**config.mk**
```make
export PLATFORM = sky130hd
export DESIGN_NAME = cam_capture_ctrl
export DESIGN_NICKNAME = d
export VERILOG_FILES = /design/src/rtl/cam_capture_pkg.sv /design/src/rtl/cam_pixel_convert.sv /design/src/rtl/cam_capture_ctrl.sv
export SDC_FILE = /design/constraint.sdc
export NUM_CORES = 1
export LEC_CHECK = 0
export CORE_UTILIZATION = 53
export DETAILED_ROUTE_END_ITERATION = 8
export PLACE_DENSITY_LB_ADDON = 0.1
export REMOVE_ABC_BUFFERS = 1
export SETUP_SLACK_MARGIN = 0.5
export SLEW_MARGIN = 5
export SYNTH_ARGS = -nofsm -noshare
export SYNTH_HDL_FRONTEND = slang
export SYNTH_SLANG_ARGS = --single-unit
```
**constraint.sdc**
```tcl
create_clock -name CLK -period 3.16 [get_ports CLK]
set_input_delay 0.316 -clock CLK [delete_from_list [all_inputs] [get_ports CLK]]
set_output_delay 0.316 -clock CLK [all_outputs]
set_load 0.02 [all_outputs]
```
**src/rtl/cam_capture_pkg.sv**
```systemverilog
`default_nettype none
//------------------------------------------------------------------------------
// cam_capture_pkg : pixel-format and FSM encodings for the camera capture engine
// Rev 1.0
//------------------------------------------------------------------------------
package cam_capture_pkg;

  typedef enum logic [1:0] {
    MODE_RGB565 = 2'd0,
    MODE_RGB444 = 2'd1,
    MODE_YUV    = 2'd2,
    MODE_TEST   = 2'd3
  } mode_e;

  typedef enum logic [2:0] {
    IDLE       = 3'd0,
    ARM        = 3'd1,
    WAIT_FRAME = 3'd2,
    CAPTURE    = 3'd3,
    HOLD       = 3'd4
  } state_e;

  // Input coordinates saturate so an oversize frame can never wrap back in-bounds
  localparam int c_COORD_W = 16;

  function automatic logic [c_COORD_W-1:0] coord_inc(input logic [c_COORD_W-1:0] v);
    return (v == '1) ? v : v + c_COORD_W'(1);
  endfunction

endpackage
`default_nettype wire

```
**src/rtl/cam_pixel_convert.sv**
```systemverilog
`default_nettype none
//------------------------------------------------------------------------------
// cam_pixel_convert : maps a camera byte pair (or coordinates) to an 8-bit pixel
// Rev 1.0
//------------------------------------------------------------------------------
module cam_pixel_convert
  import cam_capture_pkg::*;
(
  input  mode_e      i_mode,
  input  logic [7:0] i_hi,
  input  logic [5:0] i_lo_top,  // lo[7:2]; lo[1:0] never contributes to a pixel
  input  logic [7:0] i_out_x,
  input  logic [7:0] i_out_y,
  output logic [7:0] o_pixel
);

  always_comb begin
    o_pixel = 8'h00;
    case (i_mode)
      MODE_RGB565: o_pixel = {i_hi[7:5], i_hi[2:0], i_lo_top[2:1]};
      MODE_RGB444: o_pixel = {i_hi[3:1], i_lo_top[5:3], i_lo_top[1:0]};
      MODE_YUV:    o_pixel = i_hi;
      MODE_TEST:   o_pixel = i_out_x ^ i_out_y;
    endcase
  end

endmodule
`default_nettype wire

```
**src/rtl/cam_capture_ctrl.sv**
```systemverilog
`default_nettype none
//------------------------------------------------------------------------------
// cam_capture_ctrl : OV7670-style capture into a row-major frame buffer
// Rev 1.0
//------------------------------------------------------------------------------
module cam_capture_ctrl
  import cam_capture_pkg::*;
#(
  parameter int FRAME_WIDTH  = 176,
  parameter int FRAME_HEIGHT = 144,
  parameter int ADDR_WIDTH   = 15,
  parameter int CNT_WIDTH    = 8
) (
  input  logic                  CLK,
  input  logic                  RESET_N,
  input  logic                  CAPTURE_EN,
  input  logic                  SNAPSHOT,
  input  logic [1:0]            MODE,
  input  logic                  DECIM_EN,
  input  logic                  VSYNC,
  input  logic                  HREF,
  input  logic [7:0]            DATA,
  output logic                  W_EN,
  output logic [ADDR_WIDTH-1:0] W_ADDR,
  output logic [7:0]            W_DATA,
  output logic                  FRAME_DONE,
  output logic [CNT_WIDTH-1:0]  FRAME_CNT,
  output logic                  BUSY,
  output logic                  OVERFLOW
);

  localparam logic [c_COORD_W-1:0]  c_W        = c_COORD_W'(FRAME_WIDTH);
  localparam logic [c_COORD_W-1:0]  c_H_LAST   = c_COORD_W'(FRAME_HEIGHT - 1);
  localparam logic [ADDR_WIDTH-1:0] c_ROW_STEP = ADDR_WIDTH'(FRAME_WIDTH);

  state_e                 r_state;
  mode_e                  r_mode;
  logic                   r_decim;
  logic                   r_snap;
  logic                   r_phase;
  logic [7:0]             r_hi;
  logic                   r_href_d;
  logic [c_COORD_W-1:0]   r_in_x;
  logic [c_COORD_W-1:0]   r_in_y;
  logic [ADDR_WIDTH-1:0]  r_row_base;
  logic                   r_wen;
  logic [ADDR_WIDTH-1:0]  r_waddr;
  logic [7:0]             r_wdata;
  logic                   r_done;
  logic [CNT_WIDTH-1:0]   r_cnt;
  logic                   r_busy;
  logic                   r_ovf;

  logic [c_COORD_W-1:0]   w_out_x;
  logic [c_COORD_W-1:0]   w_out_y;
  logic                   w_keep;
  logic                   w_row_keep;
  logic                   w_in_bounds;
  logic [7:0]             w_pixel;

  assign w_out_x     = r_decim ? {1'b0, r_in_x[c_COORD_W-1:1]} : r_in_x;
  assign w_out_y     = r_decim ? {1'b0, r_in_y[c_COORD_W-1:1]} : r_in_y;
  assign w_keep      = !r_decim || (!r_in_x[0] && !r_in_y[0]);
  assign w_row_keep  = !r_decim || !r_in_y[0];
  assign w_in_bounds = (w_out_x < c_W) && (w_out_y <= c_H_LAST);

  cam_pixel_convert u_convert (
    .i_mode   (r_mode),
    .i_hi     (r_hi),
    .i_lo_top (DATA[7:2]),
    .i_out_x  (w_out_x[7:0]),
    .i_out_y  (w_out_y[7:0]),
    .o_pixel  (w_pixel)
  );

  always_ff @(posedge CLK or negedge RESET_N) begin
    if (!RESET_N) begin
      r_state    <= IDLE;
      r_mode     <= MODE_RGB565;
      r_decim    <= 1'b0;
      r_snap     <= 1'b0;
      r_phase    <= 1'b0;
      r_hi       <= 8'h00;
      r_href_d   <= 1'b0;
      r_in_x     <= '0;
      r_in_y     <= '0;
      r_row_base <= '0;
      r_wen      <= 1'b0;
      r_waddr    <= '0;
      r_wdata    <= 8'h00;
      r_done     <= 1'b0;
      r_cnt      <= '0;
      r_busy     <= 1'b0;
      r_ovf      <= 1'b0;
    end else begin
      r_wen  <= 1'b0;
      r_done <= 1'b0;
      case (r_state)
        IDLE: begin
          if (CAPTURE_EN) begin
            r_state <= ARM;
            r_ovf   <= 1'b0;
          end
        end
        ARM: begin
          if (VSYNC) r_state <= WAIT_FRAME;
        end
        WAIT_FRAME: begin
          r_phase  <= 1'b0;
          r_href_d <= 1'b0;
          if (!VSYNC) begin
            r_mode     <= mode_e'(MODE);
            r_decim    <= DECIM_EN;
            r_snap     <= SNAPSHOT;
            r_in_x     <= '0;
            r_in_y     <= '0;
            r_row_base <= '0;
            r_busy     <= 1'b1;
            r_state    <= CAPTURE;
          end
        end
        CAPTURE: begin
          if (VSYNC) begin
            // Frame end wins over any half pixel still pending
            r_done   <= 1'b1;
            r_cnt    <= r_cnt + CNT_WIDTH'(1);
            r_busy   <= 1'b0;
            r_phase  <= 1'b0;
            r_href_d <= 1'b0;
            if (r_snap)           r_state <= HOLD;
            else if (!CAPTURE_EN) r_state <= IDLE;
            else                  r_state <= WAIT_FRAME;
          end else begin
            r_href_d <= HREF;
            if (HREF) begin
              r_phase <= ~r_phase;
              if (!r_phase) begin
                r_hi <= DATA;
              end else begin
                r_in_x <= coord_inc(r_in_x);
                if (w_keep) begin
                  if (w_in_bounds) begin
                    r_wen   <= 1'b1;
                    r_waddr <= r_row_base + ADDR_WIDTH'(w_out_x);
                    r_wdata <= w_pixel;
                  end else begin
                    r_ovf <= 1'b1;
                  end
                end
              end
            end else begin
              r_phase <= 1'b0;
              r_in_x  <= '0;
              if (r_href_d) begin
                r_in_y <= coord_inc(r_in_y);
                // Row base stops at the last stored row so it never leaves the buffer
                if (w_row_keep && (w_out_y < c_H_LAST))
                  r_row_base <= r_row_base + c_ROW_STEP;
              end
            end
          end
        end
        HOLD: begin
          if (!CAPTURE_EN) r_state <= IDLE;
        end
        default: r_state <= IDLE;
      endcase
    end
  end

  assign W_EN       = r_wen;
  assign W_ADDR     = r_waddr;
  assign W_DATA     = r_wdata;
  assign FRAME_DONE = r_done;
  assign FRAME_CNT  = r_cnt;
  assign BUSY       = r_busy;
  assign OVERFLOW   = r_ovf;

endmodule
`default_nettype wire

```
Word-level counts from Yosys, hierarchy flattened
Index checks and enable logic that the tools add are counted.
{ "word_totals": {"reg_bits": 99, "in_bits": 17, "out_inout_bits": 35} }
{ "op_classes": {"add_sub_neg": 5, "order_cmp": 3, "n_eq_ne": 25, "mux": 51, "bitwise": 3, "reduce_logical": 22} }
{ "op_table": {"columns": ["cell", "count"], "rows": [
  ["two-way mux 16 bit", 11],
  ["two-way mux 15 bit", 5],
  ["case mux 16 bit (2 select lines)", 2],
  ["adder 16 x 1 -> 16 bit (second input constant)", 2],
  ["equality test 16 bit (second input constant)", 2],
  ["< comparator 16 x 8 -> 1 bit (second input constant)", 2],
  ["case mux 8 bit (4 select lines)", 1],
  ["case mux 15 bit (2 select lines)", 1],
  ["inequality test 2 bit (second input constant)", 14],
  ["two-way mux 1 bit", 19],
  ["two-way mux 3 bit", 6],
  ["AND reduction 6 bit", 3],
  ["<= comparator 16 x 8 -> 1 bit (second input constant)", 1],
  ["adder 15 bit", 1],
  ["adder 15 x 8 -> 15 bit (second input constant)", 1],
  ["case mux 3 bit (5 select lines)", 1],
  ["AND reduction 5 bit", 2],
  ["adder 8 x 1 -> 8 bit (second input constant)", 1],
  ["case mux 1 bit (2 select lines)", 4],
  ["XOR 8 bit", 1],
  ["AND reduction 7 bit", 1],
  ["equality test 3 x 2 -> 1 bit (second input constant)", 2],
  ["inequality test 3 bit (second input constant)", 2],
  ["equality test 2 bit (second input constant)", 2],
  ["14 further kinds", 22]
]} }

Depth between registers and ports, before layout
{ "logic_depth": {"depth_word": 9, "depth_mapped": 12, "ltp_nobuf": 8} }

Cells and area by module
From an unflattened synthesis, not the netlist that was laid out.
{ "hier_totals": {"cells_unflattened": 582, "area_unflattened_um2": 5905.7} }
{ "by_module_without_submodules": {"columns": ["module", "n_inst", "cells_per_inst", "area_per_inst_um2", "seq_area_each_um2"], "rows": [
  ["cam_capture_ctrl", 1, 558, 5636.7, 2377.3],
  ["cam_pixel_convert", 1, 24, 269.0, 0.0]
]} }

Worst setup path after synthesis
No wires, ideal clock.
{ "synth_path": {"kind": "reg2reg", "start": "reg r_decim", "end": "reg r_waddr[14], in the netlist W_ADDR[14]", "arrival_time_ps": 3050, "t_required_ps": 3065, "setup_slack_ps": 14, "path_stages_with_launch": 13, "n_path_buf": 5, "period_less_slack_ps": 3146, "cell_sequence": "dfrtp_1 > buf_2 > buf_2 > buf_2 > buf_1 > mux2_2 > ha_1 > clkbuf_1 > and4_1 > nand2_1 > o221a_2 > and3_1 > o31ai_1"} }
{ "synth_via": {"elab_chain_len": 4, "elab_cells_between_ends": 9, "classes_between": "1 x add/sub; 2 x order compare; 2 x mux; 4 x reduce/logical"} }
{ "synth_rtl": {"columns": ["item", "line_no", "rtl"], "rows": [
  ["start: declaration", "cam_capture_ctrl.sv:38", "logic r_decim;"],
  ["start signal: assignment", "cam_capture_ctrl.sv:80", "r_decim <= 1'b0;"],
  ["start signal: assignment", "cam_capture_ctrl.sv:113", "r_decim <= DECIM_EN;"],
  ["two-way mux 16 bit (on tied branches)", "cam_capture_ctrl.sv:61, cam_capture_ctrl.sv:62", null],
  ["< comparator 16 x 8 -> 1 bit / <= comparator 16 x 8 -> 1 bit (equally long branches)", "cam_capture_ctrl.sv:65", "assign w_in_bounds = (w_out_x < c_W) && (w_out_y <= c_H_LAST);"],
  ["logical AND 1 bit", "cam_capture_ctrl.sv:65", null],
  ["AND reduction 6 bit (no source line)", null, null],
  ["end signal: assignment", "cam_capture_ctrl.sv:144", "r_waddr <= r_row_base + ADDR_WIDTH'(w_out_x);"],
  ["end: declaration", "cam_capture_ctrl.sv:47", "logic [ADDR_WIDTH-1:0] r_waddr;"]
]} }
Parallel ways exist; a longest one is shown, timed or not.
A chain may end at the register's enable or synchronous reset.

Worst setup path after layout
Ends and elaborated chain as after synthesis.

==> metrics.csv <==
stage,metric,value,unit
outcome,outcome,finished with violations,
critical_path,critical-path maximum fanout,10,
timing,RSZ-0062 raised after global routing,true,
timing,setup violators final,0,
grt,initial antenna violation count,0,
critical_path,Reg2Reg Launch Point,r_decim,
final_layout,nets@finish,677,
logic_synthesis,post-synthesis register bit count,95,
logic_synthesis,Ys Warns,0,
power_and_ir_drop,pwr dens,612.6,mW/mm^2
floorplanning,Chip Width,107.5,um
critical_path,register-to-register setup slack,660,ps
timing,Clock Skew,8.644,ps
logic_synthesis,synth unique cells,67,
clock_network,CTS buffer count,9,
place,DP Wirelength,10400,um
floorplanning,Initial Util,0.5437,
critical_path,Setup Crit Path Kind,flop to flop,
floorplanning,I/O Pins,52,
detailed_routing,drt drc,0,
grt,gr usage total,0.2639,
critical_path,Critical Path Max Stage Delay,430,ps
detailed_routing,1st-iter DRT viols,393,
grt,largest net degree at the start of global routing,60,
clock_network,Root Driver,clkbuf_8,
critical_path,Crit path arrival time,2800,ps
clock_network,Max H-tree Level,3,
timing,max-slew violations,0,
detailed_routing,routed wire length,14260,um
logic_synthesis,register area share after synthesis,0.4033,
critical_path,kind of end point of the critical path,flop,
critical_path,CP startpoint,r_decim,
grt,GR Overflow Total,0,
critical_path,Worst EP required,3460,ps
min_path,min-delay worst type,input pin to async pin,
detailed_routing,mean routed wirelength per cell,18.05,um
timing,total negative slack,0,ps
floorplanning,die height,107.5,um
final_layout,share of layout cells above drive strength 1,0.1385,
floorplanning,core footprint,0.01084,sq mm
clock_network,CTS tree,yes,
grt,vias in the first global route,4602,
place,number of port buffers,51,
logic_synthesis,"EDFF count, synth",0,
outcome,failing checks,negative hold slack,
critical_path,critical-path cell list,buf_4 -> mux2_2 -> ha_1 -> and4_1 -> nand2_1 -> o221a_2 -> and3_1 -> o31ai_1,
run,max cap viols,0,
detailed_routing,Via density,6.133,
detailed_routing,Pre-Repair DR Iteration Count,5,
timing,final hold slack,-40.83,ps
timing,"Hold Vio Cnt, Final",20,
power_and_ir_drop,Lkg Pwr,2.886,nW
power_and_ir_drop,Worst VDD drop,0.0003635,V
logic_synthesis,cell area after synthesis,0.005894,sq mm
critical_path,Worst Reg-to-Reg Cells,8,
final_layout,Syn-to-layout area delta,14.56,%
timing,Slew headroom,0.4594,
grt,global-route wire length before repair,23540,um
clock_network,Skew-Pair Late Insertion Delay,390,ps
critical_path,startpoint types,flop,
final_layout,antenna cells,0,
detailed_routing,routed vias,4845,
detailed_routing,antenna-violating nets left,0,
floorplanning,DIE AREA,0.01155,sq mm
critical_path,slowest stage cell on the critical path,dfrtp_2,
place,RD Place Congestion,0.8744,
clock_network,clock transition at the registers of the reported paths,100,ps
critical_path,"CP delay by family, top",compound AO/OA/AOI/OAI gates,
clock_network,CTS max path bufs,2,
timing,fmax,400.4,MHz
floorplanning,FP Rows,38,
clock_network,total clock sinks,95,
timing,final period utilization,0.7903,
final_layout,post-route cell area,0.006753,sq mm
logic_synthesis,ys flop type,dfrtp_1,
critical_path,Bufs and invs on worst path,1,
logic_synthesis,Avg Inst Size Synth,9.711,sq um
timing,minimum clock period,2497,ps
place,Placement Cell Area,0.006480,sq mm
logic_synthesis,Cells after Synth,607,
timing,Slew @ Worst Pin,807.9,ps
critical_path,RR Endpoint,W_ADDR[14],
logic_synthesis,Synth async-reset ratio,1.000,
[sequential cells by signal (all words and copies together), names as in the netlist, 2 cells and up]
signal      count
r_in_y         16
r_mode          2
FRAME_CNT       8
W_ADDR         15
r_hi            8
W_DATA          8
r_in_x         16
r_row_base     11
r_state         3
[cell type report]
cell class / instances / area [sq um]
clock buffer: 10 / 137.6
fill: 940 / 4088
sequential: 95 / 2379
timing repair buffer: 66 / 620.6
inverter: 15 / 56.30
multi-input combinational: 458 / 3309
tap: 140 / 175.2
clock inverter: 6 / 75.07
[Yosys cell counts (all sizes together) (7+ instances only)]
| cell | n | area [sq um] |
|---|---|---|
| nor3 | 10 | 60.06 |
| inv | 15 | 56.30 |
| or2 | 8 | 50.05 |
| ha | 15 | 187.7 |
| o21ai | 22 | 110.1 |
| o31ai | 10 | 75.07 |
| a21o | 9 | 67.56 |
| dfrtp | 95 | 2377 |
| buf | 11 | 77.56 |
| clkbuf | 28 | 105.1 |
| nand4 | 17 | 112.6 |
| or4 | 9 | 67.56 |
| mux2i | 14 | 140.1 |
| nand2b | 11 | 68.82 |
| nor2 | 37 | 138.9 |
| xor2 | 20 | 175.2 |
| and2 | 7 | 43.80 |
| a31oi | 9 | 56.30 |
| and3 | 13 | 81.33 |
| xnor2 | 22 | 192.7 |
| nand2 | 56 | 210.2 |
| and4 | 8 | 70.07 |
| o211ai | 11 | 82.58 |
| a21oi | 34 | 181.4 |
| nand3 | 23 | 115.1 |
| mux2 | 33 | 371.6 |
[how the worst max path moves through the flow]
stage | to | slack, ps | cells after the start
global placement | W_ADDR[11] | 450 | 8
detailed placement | W_DATA[2] | 370 | 8
finish | W_ADDR[14] | 660 | 8
floorplan | W_ADDR[11] | 160 | 7
global route | W_ADDR[14] | 490 | 8
CTS | W_ADDR[14] | 530 | 8
[per-stage QoR]
stage | power [mW] | hold slack (ps) | worst slack [ps] | cells | utilization
3_3_place_gp | 3.175 | 433.7 | 445.9 | 770 | 0.5978
4_1_cts | 4.123 | 12.56 | 532.3 | 786 | 0.6181
5_1_grt | 4.368 | 44.57 | 494.7 | 790 | 0.6229
6_report | 4.137 | -40.83 | 662.7 | 790 | 0.6229
3_5_place_dp | 3.235 | 435.2 | 366.9 | 770 | 0.5978
2_1_floorplan | 2.634 | 20.41 | 162.5 | 568 | -
[logic make-up (layout without fill, tap and decap cells)]
kind of cell             Yosys count  in the layout  synth area share
multiplexers                      52             52            0.1059
other                              1              1         0.0006362
AO/OA/AOI/OAI                    131            131            0.1581
buffers and inverters             54             97           0.04054
XOR/XNOR                          42             42           0.06241
flip-flops                        95             95            0.4033
adder cells (fa/ha/maj)           15             15           0.03184
AND/OR/NAND/NOR                  217            217            0.1972
[cell usage in the layout, fill, tap and decap left out, types with 11 or more instances in the layout]
| master | netlist | routed |
|---|---|---|
| nand2_1 | 56 | 56 |
| dfrtp_1 | 95 | 94 |
| o21ai_0 | 21 | 21 |
| o211ai_1 | 11 | 11 |
| nand3_1 | 23 | 23 |
| and3_1 | 13 | 13 |
| xor2_1 | 20 | 20 |
| nand4_1 | 16 | 16 |
| mux2_2 | 33 | 33 |
| mux2i_1 | 14 | 14 |
| inv_1 | 15 | 15 |
| ha_1 | 15 | 14 |
| nor2_1 | 37 | 36 |
| buf_4 | 2 | 16 |
| nand2b_1 | 11 | 11 |
| clkdlybuf4s50_1 | 0 | 50 |
| a21oi_1 | 33 | 33 |
| xnor2_1 | 22 | 22 |
[per-layer routing]
| layer | vias up | global-route usage | wire length (um) |
|---|---|---|---|
| met5 | - | 0 | 0 |
| met4 | 0 | 0.07730 | 246 |
| met3 | 22 | 0.04298 | 810 |
| met2 | 145 | 0.4171 | 6537 |
| met1 | 2368 | 0.3735 | 6663 |
| li1 | 2310 | - | - |
[report_power, final]
part	switching, mW	leakage, nW	internal [mW]
Clock	0.483	0.106	0.401
Combinational	0.789	1.51	0.708
Sequential	0.301	1.27	1.45
Total	1.57	2.89	2.56
[repair_timing]
action / 4_1_cts / 5_1_grt
pin swaps: 0 / 0
hold buffers: 0 / 0
resized for setup: 2 / 4
endpoints found under the setup margin: 2 / 20
endpoints found under the hold margin: 0 / 0
setup buffers: 0 / 4
(Power assumes the default switching activity.)
